===== src/rtl/decoder_n_scan.sv =====
// Registered N-to-2^N one-hot decoder with direct-decode and timed scan modes.
// Optional build macro DECODER_ACTIVE_LOW_OUT_EN inverts out at its register (idle/reset = all-ones).
module decoder_n_scan #(
    parameter int SEL_W = 2,
    parameter int DWELL = 4
) (
    input  logic                  clk_in,
    input  logic                  rst_n_in,
    input  logic [SEL_W-1:0]      in,
    input  logic                  en_in,
    input  logic                  mode_in,
    output logic [2**SEL_W-1:0]   out,
    output logic [SEL_W-1:0]      idx_out,
    output logic                  wrap_out
);

    localparam int N  = 2 ** SEL_W;
    localparam int CW = (DWELL > 1) ? $clog2(DWELL) : 1;
    localparam logic [CW-1:0]    DWELL_LAST = CW'(DWELL - 1);
    localparam logic [SEL_W-1:0] IDX_MAX    = '1;

`ifdef DECODER_ACTIVE_LOW_OUT_EN
    localparam logic [N-1:0] OUT_IDLE = '1;
`else
    localparam logic [N-1:0] OUT_IDLE = '0;
`endif

    typedef enum logic [1:0] {
        IDLE   = 2'd0,
        DIRECT = 2'd1,
        SCAN   = 2'd2
    } state_t;

    state_t           state_q, state_d;
    logic [SEL_W-1:0] idx_q,   idx_d;
    logic [CW-1:0]    dwell_q, dwell_d;
    logic [N-1:0]     out_q,   out_d;
    logic             wrap_q,  wrap_d;

    // One-hot pattern for an index, already in the output polarity of this build.
    function automatic logic [N-1:0] drive(input logic [SEL_W-1:0] i);
        logic [N-1:0] r;
        r    = '0;
        r[i] = 1'b1;
`ifdef DECODER_ACTIVE_LOW_OUT_EN
        return ~r;
`else
        return r;
`endif
    endfunction

    // Next-state and next-output logic; state choice depends only on en_in/mode_in.
    always_comb begin
        state_d = state_q;
        idx_d   = idx_q;
        dwell_d = dwell_q;
        out_d   = out_q;
        wrap_d  = 1'b0;
        if (!en_in) begin
            state_d = IDLE;
            dwell_d = '0;
            out_d   = OUT_IDLE;
        end else if (!mode_in) begin
            state_d = DIRECT;
            idx_d   = in;
            dwell_d = '0;
            out_d   = drive(in);
        end else if (state_q != SCAN) begin
            // Any entry into scan restarts from the supplied index; there is no resume.
            state_d = SCAN;
            idx_d   = in;
            dwell_d = '0;
            out_d   = drive(in);
        end else if (dwell_q == DWELL_LAST) begin
            state_d = SCAN;
            dwell_d = '0;
            idx_d   = idx_q + SEL_W'(1);
            out_d   = drive(idx_q + SEL_W'(1));
            wrap_d  = (idx_q == IDX_MAX);
        end else begin
            state_d = SCAN;
            dwell_d = dwell_q + CW'(1);
        end
    end

    // State and output registers with asynchronous clear.
    always_ff @(posedge clk_in or negedge rst_n_in) begin
        if (!rst_n_in) begin
            state_q <= IDLE;
            idx_q   <= '0;
            dwell_q <= '0;
            out_q   <= OUT_IDLE;
            wrap_q  <= 1'b0;
        end else begin
            state_q <= state_d;
            idx_q   <= idx_d;
            dwell_q <= dwell_d;
            out_q   <= out_d;
            wrap_q  <= wrap_d;
        end
    end

    assign out      = out_q;
    assign idx_out  = idx_q;
    assign wrap_out = wrap_q;

endmodule


===== config.mk =====
export PLATFORM = sky130hd
export DESIGN_NAME = decoder_n_scan
export DESIGN_NICKNAME = d
export VERILOG_FILES = /design/src/rtl/decoder_n_scan.sv
export SDC_FILE = /design/constraint.sdc
export NUM_CORES = 1
export LEC_CHECK = 0
export ABC_AREA = 1
export CELL_PAD_IN_SITES_DETAIL_PLACEMENT = 1
export CELL_PAD_IN_SITES_GLOBAL_PLACEMENT = 2
export CORE_AREA = 2 2 49 51
export CTS_CLUSTER_SIZE = 8
export DETAILED_ROUTE_END_ITERATION = 7
export DIE_AREA = 0 0 51 53
export PLACE_DENSITY = 0.86
export SYNTH_ARGS = -nofsm -noshare
export SYNTH_HDL_FRONTEND = slang
export SYNTH_SLANG_ARGS = --single-unit

===== constraint.sdc =====
create_clock -name clk_in -period 1.5 [get_ports clk_in]
set_input_delay 0.15 -clock clk_in [delete_from_list [all_inputs] [get_ports clk_in]]
set_output_delay 0.15 -clock clk_in [all_outputs]
set_load 0.05 [all_outputs]

==> summary.md <==
| Metric | Value |
|---|---|
| Mux contribution to synthesized area | `0%` |
| Vias | `539` |
| RSZ-0062 raised after global routing | `false` |
| Die Width | `51 um` |
| Setup crit start kind | `flop` |
| Type of the worst min-delay path | `input pin to asynchronous set/reset pin` |
| Pleak | `0.453 nW` |
| Initial core utilization | `28.4%` |
| Synth Instances | `78` |
| Crit path arrival time | `approximately 1.4 ns` |
| Critical Path Fanout Max | `6` |
| Port bufs | `12` |
| Tcrit/Tclk final | `about four fifths` |
| Post-CTS Repair Setup Buffers | `0` |
| Achievable Freq | `about 820 MHz` |
| WHS | `0.223 ns` |
| Placer Congestion | `0.719` |
| Placed inst area | `between 700 and 800 um^2` |
| Max-slew violation count | `0` |
| Synth Area in Simple Gates | `34.2%` |
| Cts bufs inserted | `3` |
| Warnings from Yosys | `0` |
| Reg clk slew, reported paths | `0.08 ns` |
| Row count | `17` |
| CTS tree | `built` |
| Setup CP Type | `flop to flop` |
| Non-Filler Instances | `approximately 120` |
| Syn avg cell area | `7.83 um^2` |
| Filler instances | `about 270` |
| Grt total ovfl | `0` |
| Final ANT Viol Nets | `0` |
| Clk Latency, worst-skew pair | `0.26 ns` |
| H-tree Lvls | `1` |
| HPWL after DPL | `1200 um` |
| Synth Area in Adders | `between 10% and 20%` |
| Vias in the first global route | `575` |
| Worst R2R Setup Slack | `0.28 ns` |
| Share of the yosys chip area belonging to registers | `~45%` |
| Worst VDD drop | `around 0.00048 V` |
| Post-Place Cells | `roughly 120` |
| Hold Fails Final Rpt | `0` |
| Drt wl/cell | `approximately 12 um` |
| Clock Skews | `around 0.0026 ns` |
| GRT Total Usage | `a little over an eighth` |
| Final Power | `0.707 mW` |
| Nets@finish | `around 110` |
| Die Y | `between 50 and 60 um` |
| Pwr/cell area | `877 nW/um^2` |
| Max Cap Viol | `0` |
| CP endpoint kind | `flop` |
| Largest net degree at the start of global routing | `12` |
| TritonRoute pass-1 iters | `3` |
| Fin crit period | `~1.2 ns` |
| Initial antenna violation count | `0` |
| Worst stage delay on the critical path | `0.37 ns` |
| Drc violations | `0` |
| # IOs | `13` |
| CTS Buffer Depth | `2` |
| Seq cells post-synth | `11` |
| Worst Path Buf+Inv | `1` |
| Xor and xnor area share after synthesis | `0%` |
| Fin area | `approximately 800 um^2` |
| Worst-margin pin slew | `slightly above 0.5 ns` |
| Clock sinks | `11` |
| First-pass GRT wire length | `2600 um` |
| Die Area | `around 2700 um^2` |
| Endpoints failing setup | `0` |
| Sequence of cells on the critical path | `ha_1 -> inv_1 -> a21oi_2 -> nand2_1 -> nand2_1` |
| Fin Setup TNS | `0 ns` |
| Core area | `about 2100 um^2` |
| Compound-Gate Fraction of Synth Area | `2.25%` |
| Vias per cell | `between 4 and 5` |
| Relative slew slack | `between 60% and 70%` |
| DRT iter0 DRCs | `2` |
| Status | `complete, no violations` |
| Critical Path Most Common Cell | `nand2_1` |
| Layout cells sized above 1 | `between 10% and 20%` |
| Family with the most delay on the worst path | `flip-flops` |
| Critical path required time | `about 1.7 ns` |
| Syn Nets | `89` |
| Post-CTS Hold Fix Bufs | `0` |
| Mapped cell area | `roughly 610 um^2` |
| Area Overhead vs Synth | `32.2%` |
| Final WL | `approximately 1500 um` |
| Synth unique cells | `15` |
| CTS resizes | `0` |
| Crit path max-delay cell type | `dfrtp_1` |
| Number of antenna repair diodes | `0` |
| Largest family of logic cells by synthesized area | `simple AND/OR/NAND/NOR gates` |
| Clock root buffer | `clkbuf_4` |
per-stage QoR:
stage | util, % | worst slack (ns)
after global placement | 36.3 | 0.124
final | 37.6 | 0.275
after detailed placement | 36.3 | 0.0823
after floorplan | - | 0.0873
after global routing | 37.6 | 0.109
after CTS | 37.6 | 0.252
metal layers:
| layer | wire (um) | global-route usage [%] | vias to the layer above |
|---|---|---|---|
| met4 | 19 | 5.41 | 0 |
| met1 | 691 | 16.1 | 253 |
| li1 | - | - | 274 |
| met3 | 35 | 1.69 | 2 |
| met2 | 770 | 24.0 | 10 |
| met5 | 0 | 0 | - |
flip-flops by register name, indices dropped and copies added (netlist names):
name,cells
out,4
dwell_q,2
idx_out,2
state_q,2
wrap_out,1
Yosys cell counts:
master | number | area [um^2]
a21oi_2 | 1 | 8.76
buf_6 | 1 | 11.3
clkbuf_2 | 1 | 5.00
dfrtp_1 | 11 | 275
ha_1 | 5 | 62.6
inv_1 | 9 | 33.8
nand2_1 | 35 | 131
nand2_2 | 1 | 6.26
nand3_2 | 1 | 10.0
nand4_1 | 4 | 25.0
nor2_1 | 5 | 18.8
nor2_2 | 1 | 6.26
nor3_1 | 1 | 5.00
nor4_1 | 1 | 6.26
o21ai_0 | 1 | 5.00
worst paths after layout:
check                           start  cells past startpoint    endpoint
min reg2reg                dwell_q[0]                      1  dwell_q[0]
min in group clk_in        dwell_q[0]                      1  dwell_q[0]
max                        dwell_q[0]                      5      out[0]
min                          rst_n_in                      1  state_q[1]
max reg2reg                dwell_q[0]                      5      out[0]
max in group asynchronous    rst_n_in                      1  dwell_q[0]
report_power, final:
group	internal, mW	total (mW)	switching, mW
clock	0.0984	0.201	0.103
combinational	0.0700	0.174	0.104
sequential	0.312	0.332	0.0206
cells by family (layout without fill, tap and decap cells):
| kind of cell | count (synthesis) | after routing |
|---|---|---|
| flops | 11 | 11 |
| fa+ha+maj | 5 | 5 |
| buf+inv | 11 | 28 |
| compound gates | 2 | 2 |
| simple gates | 49 | 49 |
worst reg2reg max path: cells and delay by family (launching register included):
family | cells | cell delay (ns)
AOI/OAI and AO/OA | 1 | 0.29
DFF | 1 | 0.37
adders and majority gates | 1 | 0.20
and+or+nand+nor | 2 | 0.17
buffers and inverters | 1 | 0.13
layout make-up:
| cell class | instances | area, um^2 | share of cell area [%] |
|---|---|---|---|
| multi-input cells | 56 | 285 | 35.3 |
| flip-flops and latches | 11 | 275 | 34.1 |
| repair buffers | 15 | 150 | 18.6 |
| well taps | 28 | 35.0 | 4.34 |
| inverters | 9 | 33.8 | 4.19 |
| clock buffers | 3 | 22.5 | 2.79 |
| clock inverters | 1 | 5.00 | 0.620 |
layout by cell type (no fill, tap or decap):
master	synthesis	layout
nand2_1	35	35
dfrtp_1	11	11
inv_1	9	9
buf_4	0	8
nor2_1	5	5
ha_1	5	5
clkdlybuf4s50_1	0	5
nand4_1	4	4
clkbuf_4	0	3
buf_12	0	2
nand3_2	1	1
nor4_1	1	1
nor2_2	1	1
nand2_2	1	1
nor3_1	1	1
a21oi_2	1	1
o21ai_0	1	1
clkinv_2	0	1
(Power assumes the default switching activity.)
